===== config.mk =====
export PLATFORM = sky130hd
export DESIGN_NAME = comm_frame_sender
export DESIGN_NICKNAME = d
export VERILOG_FILES = /design/src/rtl/comm_frame_sender.sv
export SDC_FILE = /design/constraint.sdc
export NUM_CORES = 1
export LEC_CHECK = 0
export CAP_MARGIN = 25
export CELL_PAD_IN_SITES_DETAIL_PLACEMENT = 0
export CELL_PAD_IN_SITES_GLOBAL_PLACEMENT = 1
export CORE_ASPECT_RATIO = 2
export CORE_UTILIZATION = 54
export CTS_CLUSTER_DIAMETER = 60
export CTS_CLUSTER_SIZE = 24
export DETAILED_ROUTE_END_ITERATION = 10
export DONT_BUFFER_PORTS = 1
export GPL_TIMING_DRIVEN = 0
export PLACE_DENSITY_LB_ADDON = 0.25
export SYNTH_ARGS = -nofsm -noshare
export SYNTH_HDL_FRONTEND = slang
export SYNTH_SLANG_ARGS = --single-unit

===== constraint.sdc =====
create_clock -name clock -period 7.2 [get_ports clock]
set_input_delay 1.8 -clock clock [delete_from_list [all_inputs] [get_ports clock]]
set_output_delay 1.8 -clock clock [all_outputs]
set_load 0.05 [all_outputs]

===== src/rtl/comm_frame_sender.sv =====
// One-wire pulse-width-coded frame transmitter for the inter-board pong link.
// Define COMM_PARITY_EN to append an even-parity bit after the payload LSB.
module comm_frame_sender #(
    parameter int HDR_W     = 3,
    parameter int PAYLOAD_W = 17,
    parameter int BIT_CYC   = 63,
    parameter int T0H_CYC   = 20,
    parameter int T1H_CYC   = 40,
    parameter int GAP_CYC   = 2500
) (
    input  logic                 clock,
    input  logic                 reset,
    input  logic                 msg_valid,
    output logic                 msg_ready,
    input  logic [HDR_W-1:0]     msg_hdr,
    input  logic [PAYLOAD_W-1:0] msg_payload,
    output logic                 busy,
    output logic                 frame_done,
    output logic                 drop,
    output logic                 line_out
);

`ifdef COMM_PARITY_EN
    localparam int PAR_W = 1;
`else
    localparam int PAR_W = 0;
`endif
    localparam int FRAME_W = HDR_W + PAYLOAD_W + PAR_W;
    localparam int CNT_W   = $clog2(BIT_CYC);
    localparam int IDX_W   = $clog2(FRAME_W + 1);
    localparam int GAP_W   = $clog2(GAP_CYC + 1);

    localparam logic [CNT_W-1:0] LAST_SLOT = CNT_W'(BIT_CYC - 1);
    localparam logic [CNT_W-1:0] T0H       = CNT_W'(T0H_CYC);
    localparam logic [CNT_W-1:0] T1H       = CNT_W'(T1H_CYC);
    localparam logic [IDX_W-1:0] LAST_BIT  = IDX_W'(FRAME_W - 1);
    localparam logic [GAP_W-1:0] LAST_GAP  = GAP_W'(GAP_CYC - 1);

    localparam logic [1:0] ST_IDLE = 2'd0;
    localparam logic [1:0] ST_BIT  = 2'd1;
    localparam logic [1:0] ST_GAP  = 2'd2;

    logic [1:0]         state;
    logic [CNT_W-1:0]   slot_cnt;
    logic [IDX_W-1:0]   bit_idx;
    logic [GAP_W-1:0]   gap_cnt;
    logic [FRAME_W-1:0] shift_reg;
    logic               accept;
    logic               slot_end;

    function automatic logic [FRAME_W-1:0] build_frame(input logic [HDR_W-1:0]     hdr,
                                                       input logic [PAYLOAD_W-1:0] payload);
`ifdef COMM_PARITY_EN
        return {hdr, payload, ^{hdr, payload}};
`else
        return {hdr, payload};
`endif
    endfunction

    assign msg_ready  = (state == ST_IDLE);
    assign busy       = ~msg_ready;
    assign accept     = msg_valid && msg_ready;
    assign slot_end   = (state == ST_BIT) && (slot_cnt == LAST_SLOT);
    assign frame_done = (state == ST_GAP) && (gap_cnt == LAST_GAP);
    // Decoded from registered state so an async reset pulls the line low at once.
    assign line_out   = (state == ST_BIT) &&
                        (slot_cnt < (shift_reg[FRAME_W-1] ? T1H : T0H));

    always_ff @(posedge clock or posedge reset) begin
        if (reset) begin
            state    <= ST_IDLE;
            slot_cnt <= '0;
            bit_idx  <= '0;
            gap_cnt  <= '0;
            drop     <= 1'b0;
        end else begin
            drop <= 1'b0;
            case (state)
                ST_IDLE: begin
                    if (accept) begin
                        if (msg_hdr != '0) begin
                            state    <= ST_BIT;
                            slot_cnt <= '0;
                            bit_idx  <= '0;
                        end else begin
                            drop <= 1'b1;
                        end
                    end
                end
                ST_BIT: begin
                    if (slot_end) begin
                        slot_cnt <= '0;
                        if (bit_idx == LAST_BIT) begin
                            state   <= ST_GAP;
                            gap_cnt <= '0;
                        end else begin
                            bit_idx <= bit_idx + IDX_W'(1);
                        end
                    end else begin
                        slot_cnt <= slot_cnt + CNT_W'(1);
                    end
                end
                ST_GAP: begin
                    if (gap_cnt == LAST_GAP) begin
                        state <= ST_IDLE;
                    end else begin
                        gap_cnt <= gap_cnt + GAP_W'(1);
                    end
                end
                default: state <= ST_IDLE;
            endcase
        end
    end

    // Data path carries no reset; the FSM alone decides when shift_reg is meaningful.
    always_ff @(posedge clock) begin
        if (accept) begin
            shift_reg <= build_frame(msg_hdr, msg_payload);
        end else if (slot_end) begin
            shift_reg <= shift_reg << 1;
        end
    end

endmodule


# Word-level counts from Yosys, hierarchy flattened
# Index checks and enable logic that the tools add are counted.
[totals]
regBits = 46
input_bits = 23
word_cells = 61
[op_classes]
n_addsub = 3
n_lt_le_gt_ge = 1
n_eq_ne = 12
n_mux = 25
n_bitwise = 1
reduce_logical = 13
[ops]
columns = ["operator", "count"]
rows = [
  ["$mux 20", 2],
  ["$mux 12", 3],
  ["$mux 6", 4],
  ["$pmux 12 s2", 1],
  ["$mux 5", 4],
  ["$add 12x1->12 const B", 1],
  ["$eq 12x12->1 const B", 1],
  ["$pmux 6 s2", 1],
  ["$mux 2", 5],
  ["$pmux 5 s2", 1],
  ["$reduce_and 5->1", 2],
  ["$ne 2x1->1 const B", 4],
  ["$add 6x1->6 const B", 1],
  ["$eq 6x6->1 const B", 1],
  ["$lt 6x6->1", 1],
  ["$ne 2x2->1 const B", 3],
  ["$pmux 2 s3", 1],
  ["$reduce_bool 2->1", 3],
  ["$add 5x1->5 const B", 1],
  ["$eq 5x5->1 const B", 1],
  ["$logic_and 1x1->1", 4],
  ["$reduce_and 4->1", 1],
  ["$mux 1", 3],
  ["$reduce_and 3->1", 1],
  ["other kinds (5)", 5],
]

# Logic depth before layout (Yosys ltp)
[depth]
ltp_word = 4
depth_mapped = 7
depth_no_buf = 6

# Worst setup path before layout
# OpenSTA, ideal clock, no wires.
[synth_timing]
kind = "register -> output"
from = "reg slot_cnt[3]"
to = "out line_out"
t_arrival_ns = 2.195
required_time_ns = 5.400
path_slack_ns = 3.205
path_stages_with_launch = 6
path_buffers = 0
cell_sequence = "dfrtp_1 ha_1 o21a_1 o21ai_0 nand2b_1 a211oi_1"
[synth_between]
elab_chain_cells = 2
[synth_rtl]
columns = ["element", "line_no", "source"]
rows = [
  ["from (decl)", "44", "logic [CNT_W-1:0] slot_cnt;"],
  ["from (signal assigned)", "100", "slot_cnt <= slot_cnt + CNT_W'(1);"],
  ["$lt 6x6->1", "67", "(slot_cnt < (shift_reg[FRAME_W-1] ? T1H : T0H));"],
  ["$logic_and 1x1->1", "66", "assign line_out = (state == ST_BIT) &&"],
  ["to (decl)", "20", "output logic line_out"],
]
# No other way between the ends.

# Final worst setup path
# Same ends and word-level chain as after synthesis.

==> results.sh <==
export IMPL_grt_max_degree=27
export IMPL_cp_start_kind="flop"
export IMPL_die_area_um2=4755
export IMPL_place_ws_ns=3.563
export IMPL_cp_required_ns=5.40
export IMPL_final_setup_worst_slack_ns=3.250
export IMPL_whs_endpoint="bit_idx[4]"
export IMPL_finalSetupViolations=0
export IMPL_finalHoldViolations=0
export IMPL_clkSinkCount=46
export IMPL_slowest_delay_ns=0.77
export IMPL_path_cells="ha_1, o21a_1, o21ai_0, nand2b_1, a211oi_2"
export IMPL_rr_endpoint="shift_reg[19]"
export IMPL_die_x_um=49.26
export IMPL_async_flop_share_pct=56.52
export IMPL_utilization_pct=61.62
export IMPL_synth_cell_types=50
export IMPL_antenna_left=0
export IMPL_multi_input_area_um2=1091
export IMPL_r2r_slack_ns=4.96
export IMPL_grt_antenna_before_repair=0
export IMPL_synth_area_leader_cell="dfrtp_1"
export IMPL_fin_setup_tns_ns=0
export IMPL_largest_reg_flops=20
export IMPL_seq_area_frac_synth_pct=51.87
export IMPL_ctsRootBufferMaster="clkbuf_8"
export IMPL_hold_start="bit_idx[4]"
export IMPL_avgSynthCellArea_um2=11.71
export IMPL_cp_max_fo=6
export IMPL_hp_class="reg -> reg"
export IMPL_fin_nets=246
export IMPL_diodes=0
export IMPL_final_cell_mix="dfrtp_1, edfxtp_1, nand2_1"
export IMPL_rows=34
export IMPL_worst_r2r_path_depth=4
export IMPL_whs_path_depth=1
export IMPL_grt_pass1_wl_mm=7.700
export IMPL_rsz0062_at_grt="no"
export IMPL_vias=1641
export IMPL_switching_power_w=0.0002106
export IMPL_regArea_um2=1251
export IMPL_gp_congestion=0.7297
export IMPL_power_internal_w=0.0004700
export IMPL_initial_utilization_pct=56.14
export IMPL_finalCritPeriodShare_pct=54.86
export IMPL_ctsResizeCount=0
export IMPL_dp_hpwl_mm=3.633
export IMPL_tightest_slew_ns=1.016
export IMPL_leakage_nw=1.082
export IMPL_crit_path_top_delay_cell="a211oi_2"
export IMPL_clk_pin_slew_ns=0.09
export IMPL_max_cap_violations=0
export IMPL_grt_overflow=0
export IMPL_period_minus_slack_ns=3.950
export IMPL_skew_ns=0.003733
export IMPL_max_freq_ghz=0.2532
export IMPL_end_kind="output port"
export IMPL_synthFlopType="dfrtp_1"
export IMPL_drc_errors=0
export IMPL_seq_power_share_pct=51.5
export IMPL_switching_share_pct=30.94
export IMPL_final_layout_size_suffix_gt1_share_pct=18.89
export IMPL_synth_top_area_share_pct=26.97
export IMPL_grt_usage_pct=22.21
export IMPL_synthTopCellsByArea="dfrtp_1, edfxtp_1, mux2_2"
export IMPL_rr_startpoint="state[0]"
export IMPL_outcome="finished clean"
export IMPL_routedWlPerCell_um=17.61
export IMPL_synth_edff_count=20
export IMPL_first_pass_iters=4
export IMPL_grt_pass1_vias=1699
export IMPL_powerDensity_nw_per_um2=257.1
export IMPL_tritoncts="done"
export IMPL_die_h_um=96.52
export IMPL_clkPwrFrac_pct=28.3
export IMPL_cts_htree_levels=2
export IMPL_cts_hold_buf=0
export IMPL_ys_ff_latch=46
export IMPL_post_cts_buffers=0
export IMPL_finalMaxSlewViolations=0
export IMPL_cts_buffers=5
export IMPL_max_slew_margin_rel_pct=32.00
export IMPL_cts_max_path_buffers=2
export IMPL_pwr_share_comb_pct=20.2
export IMPL_io_buffers=0
export IMPL_syn2layout_area_growth_pct=9.751
export IMPL_clkLatencyLatePin_ns=0.30
export IMPL_num_io_pins=28
export IMPL_netlist_area_um2=2412
export IMPL_drt_iter0_drc=30
export IMPL_via_per_inst=6.055
export IMPL_drt_total_wl_mm=4.772
export IMPL_yosys_warnings=0
export IMPL_crit_type="reg -> out"
export IMPL_syn_num_nets=236
export IMPL_arrival_ns=2.15
export IMPL_fillers=357
export IMPL_layout_commonest_cell="dfrtp_1"
export IMPL_netlist_instances=206
export IMPL_coreArea_um2=4297
export IMPL_peakVddDrop_v=0.0001481
[cell families (layout without fill, tap and decap cells)]
family / after synthesis / in the layout / synth area share, %
muxes: 23 / 23 / 10.53
DFF: 46 / 46 / 51.87
AOI/OAI and AO/OA: 34 / 34 / 10.01
and+or+nand+nor: 76 / 76 / 18.52
adders and majority gates: 7 / 7 / 3.631
xor gates and xnor gates: 6 / 6 / 2.178
buffers and inverters: 14 / 25 / 3.268
[area by class of cell]
class | instances | area share, %
Sequential cell | 46 | 47.26
Multi-Input combinational cell | 146 | 41.21
Clock buffer | 5 | 2.599
Tap cell | 54 | 2.552
Buffer | 6 | 1.843
Timing Repair Buffer | 3 | 1.749
Clock inverter | 3 | 1.654
Inverter | 8 | 1.134
[synthesized netlist by cell type (4+ instances only)]
master / instances
buf_4: 5
xor2_1: 4
mux2i_1: 4
nand3_1: 8
a31oi_1: 6
nand4_1: 6
nor2_1: 12
nor3_1: 5
nand2_1: 16
dfrtp_1: 26
edfxtp_1: 20
ha_1: 7
a21oi_1: 4
mux2_1: 8
inv_1: 8
o21ai_0: 4
and3_1: 4
nand2b_1: 6
mux2_2: 11
[stage by stage]
step	hold WS (ns)	instance area, µm²	instances	power, W
final	0.4863	2648	271	0.0006806
after global routing	0.5126	2648	271	0.0007165
after CTS	0.4871	2620	270	0.0006825
after detailed placement	0.4732	2507	262	0.0004898
after global placement	0.4595	2480	260	0.0004707
after floorplan	0.4368	2412	206	0.0004501
[worst max-delay path by stage]
stage                       start        to  slack [ns]
CTS                 shift_reg[19]  line_out        3.23
global placement      slot_cnt[3]  line_out        3.11
finish                slot_cnt[3]  line_out        3.25
global route        shift_reg[19]  line_out        3.06
detailed placement    slot_cnt[3]  line_out        3.56
floorplan             slot_cnt[3]  line_out        3.21
[power by group through the flow]
stage	combinational (W)	clock, W	sequential, W
floorplan	0.000109	0	0.000341
global placement	0.000120	0	0.000351
detailed placement	0.000135	0	0.000355
CTS	0.000137	0.000197	0.000349
global route	0.000153	0.000208	0.000355
finish	0.000137	0.000193	0.000350
[routing by layer]
| metal | GRT usage (%) | up-vias | share of wire [%] |
|---|---|---|---|
| met5 | 0 | - | 0 |
| met4 | 12.01 | 0 | 3.1 |
| met3 | 4.225 | 16 | 3.8 |
| met2 | 42.92 | 52 | 57 |
| met1 | 21.57 | 796 | 36 |
| li1 | - | 777 | - |
[worst max-delay path, delay by kind of cell, from the launching register on]
family	cells	cell delay [ns]
adders and majority gates	1	0.31
AOI/OAI and AO/OA	3	1.01
and+or+nand+nor	1	0.08
DFF	1	0.45
Note: power is estimated with default switching activity, not from simulation.
